### src/rtl/core_inst_decoder.sv
// Core-side instruction decoder: registers one-hot strobes from the controller word,
// tracks the Q write -> K write -> K load -> execute phases and latches the first protocol error.
module core_inst_decoder #(
    parameter int Q_DEPTH = 16,
    parameter int K_DEPTH = 16,
    parameter int LD_LEN  = 8
) (
    input  logic        clk,
    input  logic        reset,
    input  logic        clear,
    input  logic [18:0] inst_in,
    output logic        q_wr_en,
    output logic        q_rd_en,
    output logic        k_wr_en,
    output logic        k_rd_en,
    output logic        p_wr_en,
    output logic        p_rd_en,
    output logic [3:0]  qk_addr_o,
    output logic [3:0]  p_addr_o,
    output logic        mac_load,
    output logic        mac_exec,
    output logic        ofifo_rd,
    output logic [1:0]  sfp_op_o,
    output logic        q_full,
    output logic        k_full,
    output logic        ld_done,
    output logic [2:0]  phase,
    output logic        err,
    output logic [2:0]  err_code
);

    localparam logic [2:0] PH_IDLE = 3'd0;
    localparam logic [2:0] PH_QW   = 3'd1;
    localparam logic [2:0] PH_KW   = 3'd2;
    localparam logic [2:0] PH_LD   = 3'd3;
    localparam logic [2:0] PH_EX   = 3'd4;

    // Control bits only; the two address fields never count as out-of-phase.
    localparam logic [18:0] CTRL_BITS = 19'h700FF;
    localparam logic [18:0] MASK_QW   = 19'h00010;
    localparam logic [18:0] MASK_KW   = 19'h00004;
    localparam logic [18:0] MASK_LD   = 19'h00048;
    localparam logic [18:0] MASK_EX   = 19'h700A3;

    localparam logic [4:0] Q_TOP  = 5'(Q_DEPTH);
    localparam logic [4:0] K_TOP  = 5'(K_DEPTH);
    localparam logic [4:0] LD_TOP = 5'(LD_LEN);

    logic [1:0] f_sfp;
    logic       f_ofifo, f_ex, f_ld, f_qrd, f_qwr, f_krd, f_kwr, f_prd, f_pwr;
    logic [3:0] f_qka, f_pa;

    assign f_sfp   = inst_in[18:17];
    assign f_ofifo = inst_in[16];
    assign f_qka   = inst_in[15:12];
    assign f_pa    = inst_in[11:8];
    assign f_ex    = inst_in[7];
    assign f_ld    = inst_in[6];
    assign f_qrd   = inst_in[5];
    assign f_qwr   = inst_in[4];
    assign f_krd   = inst_in[3];
    assign f_kwr   = inst_in[2];
    assign f_prd   = inst_in[1];
    assign f_pwr   = inst_in[0];

    logic [4:0]  q_cnt, k_cnt, ld_cnt;
    logic [4:0]  q_cnt_nxt, k_cnt_nxt, ld_cnt_nxt;
    logic [2:0]  ph_nxt;
    logic [18:0] legal;
    logic        oop, both, sfp_bad, q_addr_bad, k_addr_bad, rd_addr_bad;
    logic        q_live, k_live, ld_live;
    logic [2:0]  code;
    logic        s_q_wr, s_q_rd, s_k_wr, s_k_rd, s_p_wr, s_p_rd;
    logic        s_load, s_exec, s_ofifo;
    logic [1:0]  s_sfp;

    // Next phase first: a word that triggers a transition is judged in the new phase.
    always_comb begin
        ph_nxt = phase;
        case (phase)
            PH_IDLE: if (f_qwr)            ph_nxt = PH_QW;
            PH_QW:   if (f_kwr && q_full)  ph_nxt = PH_KW;
            PH_KW:   if (f_ld && k_full)   ph_nxt = PH_LD;
            PH_LD:   if (f_ex && ld_done)  ph_nxt = PH_EX;
            default: ph_nxt = phase;
        endcase
    end

    always_comb begin
        case (ph_nxt)
            PH_QW:   legal = MASK_QW;
            PH_KW:   legal = MASK_KW;
            PH_LD:   legal = MASK_LD;
            PH_EX:   legal = MASK_EX;
            default: legal = '0;
        endcase
    end

    // Once a count is complete, further writes/loads in that phase are absorbed silently.
    assign q_live  = (ph_nxt == PH_QW) && !q_full;
    assign k_live  = (ph_nxt == PH_KW) && !k_full;
    assign ld_live = (ph_nxt == PH_LD) && !ld_done;

    assign oop         = |(inst_in & CTRL_BITS & ~legal);
    assign both        = f_qwr && f_kwr;
    assign sfp_bad     = (f_sfp == 2'b11);
    assign q_addr_bad  = f_qwr && q_live  && (f_qka != q_cnt[3:0]);
    assign k_addr_bad  = f_kwr && k_live  && (f_qka != k_cnt[3:0]);
    assign rd_addr_bad = f_krd && ld_live && (f_qka != ld_cnt[3:0]);

    always_comb begin
        if (oop)                                        code = 3'd1;
        else if (q_addr_bad || k_addr_bad || rd_addr_bad) code = 3'd2;
        else if (both)                                  code = 3'd3;
        else if (sfp_bad)                               code = 3'd4;
        else                                            code = 3'd0;
    end

    // An out-of-phase word is dropped whole; other errors drop only the offending strobe.
    always_comb begin
        s_q_wr  = !oop && f_qwr && q_live && !q_addr_bad && !both;
        s_k_wr  = !oop && f_kwr && k_live && !k_addr_bad && !both;
        s_load  = !oop && f_ld  && ld_live;
        s_k_rd  = !oop && f_krd && ld_live && !rd_addr_bad;
        s_exec  = !oop && f_ex    && (ph_nxt == PH_EX);
        s_q_rd  = !oop && f_qrd   && (ph_nxt == PH_EX);
        s_p_rd  = !oop && f_prd   && (ph_nxt == PH_EX);
        s_p_wr  = !oop && f_pwr   && (ph_nxt == PH_EX);
        s_ofifo = !oop && f_ofifo && (ph_nxt == PH_EX);
        s_sfp   = (!oop && !sfp_bad && (ph_nxt == PH_EX)) ? f_sfp : 2'b00;
    end

    assign q_cnt_nxt  = q_cnt  + 5'(s_q_wr);
    assign k_cnt_nxt  = k_cnt  + 5'(s_k_wr);
    assign ld_cnt_nxt = ld_cnt + 5'(s_load && s_k_rd);

    always_ff @(posedge clk) begin
        if (reset || clear) begin
            phase     <= PH_IDLE;
            q_cnt     <= '0;
            k_cnt     <= '0;
            ld_cnt    <= '0;
            q_full    <= 1'b0;
            k_full    <= 1'b0;
            ld_done   <= 1'b0;
            q_wr_en   <= 1'b0;
            q_rd_en   <= 1'b0;
            k_wr_en   <= 1'b0;
            k_rd_en   <= 1'b0;
            p_wr_en   <= 1'b0;
            p_rd_en   <= 1'b0;
            mac_load  <= 1'b0;
            mac_exec  <= 1'b0;
            ofifo_rd  <= 1'b0;
            sfp_op_o  <= 2'b00;
            qk_addr_o <= '0;
            p_addr_o  <= '0;
            err       <= 1'b0;
            err_code  <= 3'd0;
        end else begin
            phase     <= ph_nxt;
            q_cnt     <= q_cnt_nxt;
            k_cnt     <= k_cnt_nxt;
            ld_cnt    <= ld_cnt_nxt;
            // Counters only climb to their top, so these stay set once reached.
            q_full    <= (q_cnt_nxt  == Q_TOP);
            k_full    <= (k_cnt_nxt  == K_TOP);
            ld_done   <= (ld_cnt_nxt == LD_TOP);
            q_wr_en   <= s_q_wr;
            q_rd_en   <= s_q_rd;
            k_wr_en   <= s_k_wr;
            k_rd_en   <= s_k_rd;
            p_wr_en   <= s_p_wr;
            p_rd_en   <= s_p_rd;
            mac_load  <= s_load;
            mac_exec  <= s_exec;
            ofifo_rd  <= s_ofifo;
            sfp_op_o  <= s_sfp;
            qk_addr_o <= f_qka;
            p_addr_o  <= f_pa;
            if (!err && (code != 3'd0)) begin
                err      <= 1'b1;
                err_code <= code;
            end
        end
    end

endmodule

### config.mk
export PLATFORM = sky130hd
export DESIGN_NAME = core_inst_decoder
export DESIGN_NICKNAME = d
export VERILOG_FILES = /design/src/rtl/core_inst_decoder.sv
export SDC_FILE = /design/constraint.sdc
export NUM_CORES = 1
export LEC_CHECK = 0
export ABC_AREA = 1
export CORE_ASPECT_RATIO = 0.5
export CORE_MARGIN = 1
export CORE_UTILIZATION = 38
export CTS_CLUSTER_DIAMETER = 60
export DETAILED_ROUTE_END_ITERATION = 16
export PLACE_DENSITY = 0.67
export SKIP_LAST_GASP = 1
export SLEW_MARGIN = 25
export SYNTH_ARGS = -nofsm -noshare
export SYNTH_HDL_FRONTEND = slang
export SYNTH_SLANG_ARGS = --single-unit
### constraint.sdc
create_clock -name clk -period 2.23 [get_ports clk]
set_input_delay 0.446 -clock clk [delete_from_list [all_inputs] [get_ports clk]]
set_output_delay 0.446 -clock clk [all_outputs]
set_load 0.02 [all_outputs]
Yosys cells after proc, flatten, opt, wreduce, memory -nomap -nowiden
Cells that the tools add are included.
{"block": "op_classes", "bitwise": 3, "n_mux": 10, "eq_ne": 14, "n_addsub": 3, "reduce_logical": 57}
{"operator": "19-bit one-hot mux with 4 select lines", "count": 1}
{"operator": "1-bit logical AND", "count": 40}
{"operator": "3-bit two-way mux", "count": 8}
{"operator": "19-bit bitwise AND", "count": 1}
{"operator": "19-bit inverter", "count": 1}
{"operator": "19-bit OR reduction", "count": 1}
{"operator": "5-bit by 1-bit adder with 5-bit output", "count": 3}
{"operator": "3-bit by 2-bit == test with 1-bit output, second input constant", "count": 4}
{"operator": "4-bit != test", "count": 3}
{"operator": "3-bit one-hot mux with 4 select lines", "count": 1}
{"operator": "5-bit == test, second input constant", "count": 2}
{"operator": "1-bit logical NOT", "count": 10}
{"operator": "3-bit by 1-bit == test with 1-bit output, second input constant", "count": 2}
{"operator": "5-bit by 4-bit == test with 1-bit output, second input constant", "count": 1}
{"operator": "3-bit == test, second input constant", "count": 1}
{"operator": "3-bit logical NOT", "count": 1}
{"operator": "1-bit logical OR", "count": 3}
{"operator": "3-bit nonzero test", "count": 1}
{"operator": "2-bit == test, second input constant", "count": 1}
{"operator": "2-bit OR reduction", "count": 1}
{"operator": "1-bit inverter", "count": 1}
{"block": "totals", "regBits": 44, "out_inout_bits": 29}

Depth between registers and ports, before layout
Gate-level depths: netlist of the first run.
{"block": "logic_depth", "word_depth": 15, "ltp_mapped": 16, "depth_no_buf": 15}

Least setup slack after synthesis of the first run
OpenSTA, ideal clock, no wires.
{"block": "synth_timing", "path_type": "register to register", "startpoint": "reg phase[2]", "endpoint": "reg ld_done", "t_arrival_ns": 2.272, "t_required_ns": 2.150, "setup_ns": 0.080, "synth_period_minus_slack_ns": 2.351, "setup_slack_ns": -0.121, "path_stages_with_launch": 15, "path_cell_list": "dfxtp_1 nor2_1 nand3_1 nand2_2 o21ai_4 nand2_2 a21oi_2 nand2_2 buf_4 nor3_2 ha_1 ha_1 nand3_1 xnor2_1 nor3b_1"}
{"block": "synth_between", "elab_chain_cells": 14, "word_cells_on_any_way": 30, "cone_classes": "add/sub: 1; eq/ne: 8; mux: 6; bitwise: 2; reduce/logical: 13"}
{"item": "start, declared", "line_no": "27", "source": "output logic [2:0] phase,"}
{"item": "start signal, assigned", "line_no": "161", "source": "phase <= ph_nxt;"}
{"item": "3-bit by 2-bit == test with 1-bit output, or another cell as far along", "line_no": "80", "source": "case (phase)"}
{"item": "3-bit one-hot mux with 4 select lines (*)", "line_no": "80"}
{"item": "3-bit == test, or another cell as far along", "line_no": "90", "source": "case (ph_nxt)"}
{"item": "19-bit one-hot mux with 4 select lines", "line_no": "90"}
{"item": "19-bit inverter", "line_no": "104", "source": "assign oop = |(inst_in & CTRL_BITS & ~legal);"}
{"item": "19-bit bitwise AND", "line_no": "104"}
{"item": "19-bit OR reduction", "line_no": "104"}
{"item": "1-bit logical NOT", "line_no": "123, 124"}
{"item": "1-bit logical AND (3 in a row)", "line_no": "124", "source": "s_k_rd = !oop && f_krd && ld_live && !rd_addr_bad;"}
{"item": "1-bit logical AND (*)", "line_no": "135", "source": "assign ld_cnt_nxt = ld_cnt + 5'(s_load && s_k_rd);"}
{"item": "5-bit by 1-bit adder with 5-bit output (*)", "line_no": "135"}
{"item": "5-bit by 4-bit == test with 1-bit output (*)", "line_no": "168", "source": "ld_done <= (ld_cnt_nxt == LD_TOP);"}
{"item": "end signal, assigned", "line_no": "168"}
{"item": "end, declared", "line_no": "26", "source": "output logic ld_done,"}
Every way passes the cells marked *; elsewhere a longest branch is shown, timed or not.
A chain may end at the register's enable or synchronous reset.

Worst setup path in the final report of the first run
{"block": "layout_timing", "startpoint": "reg phase[0]", "endpoint": "reg ld_done"}
The elaborated chain is that of the path after synthesis.

==> impl_metrics.ini, run 1 <==
[sta]
setup_viol = 4
fin_crit_ns = 2.29
skew_ns = 0.00889
hold_viol_final = 0
slew_viol_final = 0
max-slew-margin-rel = 0.780
clock.fmax_ghz = 0.437
setup_slack_ns = -0.0589
hold_ws_ns = 0.464
period_share = 1.03
worst_pin_slew_ns = 0.330
rsz0062_at_grt = true

[worst_setup_path]
worstReg2RegStart = phase[0]
slowest_delay_ns = 0.38
path_buf_inv = 1
crit_required_ns = 2.45
cp_top_family = simple AND/OR/NAND/NOR gates
crit_path_start_kind = flip-flop
r2r_end = ld_done
rr_worst_depth = 14
critPathArrivalTime_ns = 2.51
critPathKind = reg2reg
critPathMaxFanout = 5
slowest_stage = dfxtp_4
end_kind = flip-flop
crit_cells = 14
crit_chain = inv_4 > nor2_2 > nand3b_1 > nand3_1 > nor2_1 > nand2_2 > a21oi_4 > nand2_4 > nor3_4 > ha_2 > ha_4 > nand3_4 > xnor2_4 > nor3b_2
rrSetupSlack_ns = -0.06

[clock_tree]
tritoncts = yes
cts-root-buf = clkbuf_8
clock-sinks = 44
cts_buffer_depth = 2
clk_pin_slew_ns = 0.09
htree_levels = 2
cts_buffers = 5
cts_hold_buffers = 0
clkLatencyLatePin_ns = 0.30

[final_layout]
area_growth_pct = 65.4
layout.nets = 377
layoutNonFillerInstCount = 420
final_area_um2 = 3290
num_antenna_cells = 0
drive_gt1_frac = 0.334

[logic_synthesis]
yosysTopAreaCell = dfxtp_1
syn_area_per_cell_um2 = 8.13
yosysTopAreaCellShare = 0.442
yosysWarnings = 0
yosysUniqueCellTypes = 31
syn_area_um2 = 1990
synth.most_common_cell = dfxtp_1
netlist_top_cells_count = 44 x dfxtp_1, 42 x nor2_1, 40 x inv_1
synth_flop_cell = dfxtp_1
synthCells = 245
synthArstFlopShare = 0
ys_ff_latch = 44
seq_area_frac_synth = 0.442
yosys-top-cells-area = dfxtp_1 44%, nor2_1 7.9%, inv_1 7.5%
synth_edf_count = 0
syn_nets = 273

[floorplanning]
core_area_um2 = 4980
dieArea_um2 = 5550
rows = 18
floorplan.die.height_um = 53.2
start_util = 0.400
pin_count = 51
die_x_um = 104

[placement]
portBuffers = 50
dpl_cell_area_um2 = 2860
dp_cells = 396
gp_congestion = 0.832
dp_hpwl_mm = 3.61

[power_and_ir_drop]
power_density_nw_per_um2 = 492
p_leak_nw = 1.43
vdd_drop_max_mv = 0.298

[routing]
wl_per_cell_um = 12.1
firstDrtPassIters = 4
drtIter0Drc = 61
viasPerCell = 4.56
ant_nets = 0
vias = 1914
drc_errors = 0
wirelength_mm = 5.07

[global_routing]
grt_pass1_vias = 1933
gr-total-overflow = 0
grt_max_degree = 17
grt_pass1_wl_mm = 8.26
grt_usage = 0.193
antenna_found_initial = 0

[job]
maxCapViolCount = 0

[min_path]
hold_path.class = reg2reg
min_from = err_code[0]
holdPathStages = 2
hold_end = err_code[0]

[run_status]
outcome = finished with violations
failed_checks = negative setup slack
## final cells by class
cell class / count / area (um2)
multi-input cells: 155 / 1150
repair buffers: 101 / 876
flip-flops and latches: 44 / 895
well taps: 70 / 87.6
fillers: 386 / 1690
clock inverters: 3 / 47.5
clock buffers: 5 / 68.8
inverters: 42 / 163
## metal layers
| metal | up-vias | share of wire | global-route usage |
|---|---|---|---|
| met2 | 37 | 0.51 | 0.362 |
| met3 | 6 | 0.038 | 0.0468 |
| li1 | 983 | - | - |
| met4 | 0 | 0.0099 | 0.0595 |
| met5 | - | 0 | 0 |
| met1 | 888 | 0.45 | 0.222 |
## registers in the layout (all words and copies together) (netlist names)
name,count
err,1
err_code,3
k_cnt,5
k_full,1
k_rd_en,1
k_wr_en,1
ld_cnt,5
ld_done,1
mac_exec,1
mac_load,1
ofifo_rd,1
p_addr_o,4
p_rd_en,1
p_wr_en,1
phase,3
q_cnt,5
q_full,1
q_rd_en,1
q_wr_en,1
qk_addr_o,4
sfp_op_o,2
## per-stage QoR
stage	total power, mW	setup slack, ns	utilization	TNS, ns
final	1.62	-0.0589	0.661	-0.112
after global routing	1.68	-0.206	0.661	-1.11
after CTS	1.62	-0.0879	0.634	-0.256
after detailed placement	0.991	-0.662	0.574	-8.67
after global placement	0.990	-0.548	0.574	-6.50
after floorplan	0.886	-0.000345	-	-0.000345
## power breakdown
part	total [mW]	switching [mW]	leakage (nW)	internal, mW
sequential	0.795	0.00441	0.360	0.791
clock	0.635	0.297	0.0583	0.338
combinational	0.190	0.0908	1.01	0.0995
total	1.62	0.392	1.43	1.23
## worst reg2reg max path, cell delays in order, from the launching register on
cell      delay (ns)
dfxtp_4         0.38
inv_4           0.07
nor2_2          0.05
nand3b_1        0.16
nand3_1         0.11
nor2_1          0.13
nand2_2         0.09
a21oi_4         0.16
nand2_4         0.11
nor3_4          0.14
ha_2            0.24
ha_4            0.17
nand3_4         0.10
xnor2_4         0.16
nor3b_2         0.15
## worst max path at each step
stage	to	slack, ns	startpoint
6_report	ld_done	-0.06	phase[0]
5_1_grt	ld_cnt[4]	-0.21	phase[0]
4_1_cts	q_full	-0.09	phase[0]
3_5_place_dp	q_full	-0.66	inst_in[7]
3_3_place_gp	ld_done	-0.55	inst_in[7]
2_1_floorplan	ld_done	-0.0003	inst_in[6]
## kinds of logic after synthesis
kind of cell	synth area share
and+or+nand+nor	0.292
buffers and inverters	0.0886
DFF	0.442
xor gates and xnor gates	0.0836
AOI/OAI and AO/OA	0.0553
adders and majority gates	0.0377
## repair_timing
| action | CTS | global route |
|---|---|---|
| resized for setup | 37 | 19 |
| buffers inserted | 10 | 6 |
| pin swaps | 22 | 13 |
| setup endpoints to repair | 16 | 15 |
| endpoints found under the hold margin | 0 | 0 |
## cell usage in the layout, fill, tap and decap left out, types with 3 or more instances in the layout
cell type and instances:
nor3_2 4, ha_4 3, clkdlybuf4s50_1 40, dlygate4sd2_1 8, buf_4 51, nand2_2 5
xnor2_1 4, a21oi_1 6, nand4_1 7, nand2_1 23, inv_1 37, clkbuf_8 5
nand3_1 9, dfxtp_4 3, nor3b_2 3, ha_2 3, inv_2 3, nor2_1 38
nor2_2 4, xor2_1 12, nand3_2 7, dfxtp_1 39, nand3_4 4, nor3_4 3
No activity file was read; power rests on OpenSTA's default activity.
==> inputs of run 2 (changes only) <==
Settings changed: CTS_BUF_LIST set to sky130_fd_sc_hd__clkbuf_2 sky130_fd_sc_hd__clkbuf_4 sky130_fd_sc_hd__clkbuf_8.
==> results of run 2 <==
The final DEF is identical to that of run 1; final timing and power are the same.
==> inputs of run 3 (changes only) <==
Settings changed: CTS_BUF_LIST sky130_fd_sc_hd__clkbuf_2 sky130_fd_sc_hd__clkbuf_4 sky130_fd_sc_hd__clkbuf_8 to sky130_fd_sc_hd__clkbuf_2.
==> impl_metrics.ini, run 3 (same netlist as run 1, synthesis figures left out) <==
[run_status]
outcome = finished with violations
failed_checks = negative setup slack

[worst_setup_path]
crit_required_ns = 2.58
path_buf_inv = 2
worstReg2RegStart = phase[0]
crit_chain = inv_4 > buf_4 > nand2_2 > nand3_1 > nor2_1 > nand2_2 > a21oi_4 > nand2_4 > nor3_4 > ha_4 > ha_4 > nand3_4 > xnor2_4 > nor3b_2
endpoint = ld_done
slowest_stage = dfxtp_4
rrSetupSlack_ns = -0.13
crit_path_start_kind = flip-flop
crit_cells = 14
critPathArrivalTime_ns = 2.72
r2r_end = ld_done
critPathKind = reg2reg
slowest_delay_ns = 0.44
critPathLaunch = phase[0]
rr_worst_depth = 14
cp_top_family = simple AND/OR/NAND/NOR gates
critPathMaxFanout = 5
end_kind = flip-flop

[floorplanning]
dieArea_um2 = 5550
floorplan.die.height_um = 53.2
die_x_um = 104
core_area_um2 = 4980
pin_count = 51
start_util = 0.400
rows = 18

[clock_tree]
clock-sinks = 44
htree_levels = 2
tritoncts = yes
clk_pin_slew_ns = 0.26
cts_hold_buffers = 0
clkLatencyLatePin_ns = 0.42
cts_buffer_depth = 2
cts_buffers = 5
cts-root-buf = clkbuf_2

[placement]
pre_cts_ws_ns = -0.662
gp_congestion = 0.832
portBuffers = 50
dp_hpwl_mm = 3.61

[routing]
highest_layer = met4
drtIter0Drc = 72
vias = 1929
wl_per_cell_um = 12.2
dr_wl_met2_mm = 2.62
drc_errors = 0
m1WireLength_mm = 2.29
viasPerCell = 4.59
wirelength_mm = 5.13
wl_met3_um = 157
firstDrtPassIters = 4
ant_nets = 0

[power_and_ir_drop]
power_frac_clock = 0.327
internal_power_mw = 1.09
p_leak_nw = 1.40
vdd_drop_max_mv = 0.303
power_frac_seq = 0.540
netSwitchingFraction = 0.260
p_sw_uw = 384
power.total_mw = 1.48
power_frac_comb = 0.133
power_density_nw_per_um2 = 454

[global_routing]
antenna_found_initial = 0
gr-total-overflow = 0
grt_usage = 0.186
grt_pass1_wl_mm = 8.01
grt_pass1_vias = 1888
grt_max_degree = 17

[final_layout]
layout_common_cells = 50 x buf_4, 48 x clkdlybuf4s50_1, 39 x inv_1, 39 x dfxtp_1, 38 x nor2_1
num_antenna_cells = 0
reg_top3 = k_cnt (5), ld_cnt (5), q_cnt (5)
final_common_cell = buf_4
area_growth_pct = 63.7
layout.nets = 377
drive_gt1_frac = 0.326

[sta]
clock.fmax_ghz = 0.423
worst_pin_slew_ns = 0.360
setup_viol = 5
skew_ns = 0.0259
setup_tns_ns = -0.367
max-slew-margin-rel = 0.759
hold_ws_ns = 0.475
slew_viol_final = 0
period_share = 1.06
fin_crit_ns = 2.36
rsz0062_at_grt = true
hold_viol_final = 0
setup_slack_ns = -0.132

[job]
maxCapViolCount = 0

[min_path]
holdPathStages = 2
hold_path.class = reg2reg
-- run 3: cell types whose count changed in the layout (fill, tap and decap cells not counted), moves of 5 or more --
cell	previous run	this run
clkbuf_2	0	5
clkdlybuf4s50_1	40	48
dlygate4sd2_1	8	2
clkbuf_8	5	0
-- run 3: cell type report --
cell class | instances | area (um2)
Fill cell | 398 | 1720
Clock buffer | 5 | 25.0
Sequential cell | 44 | 895
Timing Repair Buffer | 101 | 885
Clock inverter | 3 | 47.5
Tap cell | 70 | 87.6
Multi-Input combinational cell | 155 | 1160
Inverter | 42 | 163
-- run 3: worst min-delay path, delay by kind of cell (launching register included) --
| kind | cells | cell delay, ns |
|---|---|---|
| buf+inv | 1 | 0.05 |
| compound gates | 1 | 0.05 |
| flops | 1 | 0.36 |
-- run 3: power groups by stage --
stage / combinational [mW] / clock, mW / sequential, mW
floorplan: 0.0594 / 0 / 0.826
global placement: 0.174 / 0 / 0.815
detailed placement: 0.176 / 0 / 0.816
CTS: 0.183 / 0.484 / 0.799
global route: 0.212 / 0.525 / 0.801
finish: 0.197 / 0.483 / 0.799
-- run 3: per-layer routing --
metal | track usage | vias up
li1 | - | 988
met1 | 0.216 | 898
met2 | 0.350 | 37
met3 | 0.0419 | 6
met4 | 0.0595 | 0
met5 | 0 | -
-- run 3: worst min-delay path by stage --
stage,endpoint,from
2_1_floorplan,ld_cnt[3],ld_cnt[3]
3_3_place_gp,err_code[0],err_code[0]
3_5_place_dp,err_code[0],err_code[0]
4_1_cts,err_code[0],err_code[0]
5_1_grt,p_addr_o[3],inst_in[11]
6_report,err_code[0],err_code[0]
-- run 3: timing repair --
action / in CTS / in global routing
resized for setup: 26 / 20
pin swaps: 15 / 13
setup buffers: 9 / 7
setup endpoints to repair: 6 / 14
-- run 3: stage by stage --
stage | cells | util | area, um2
finish | 420 | 0.655 | 3260
floorplan | 245 | - | 2030
CTS | 413 | 0.624 | 3100
global route | 420 | 0.655 | 3260
detailed placement | 396 | 0.574 | 2860
global placement | 396 | 0.574 | 2860
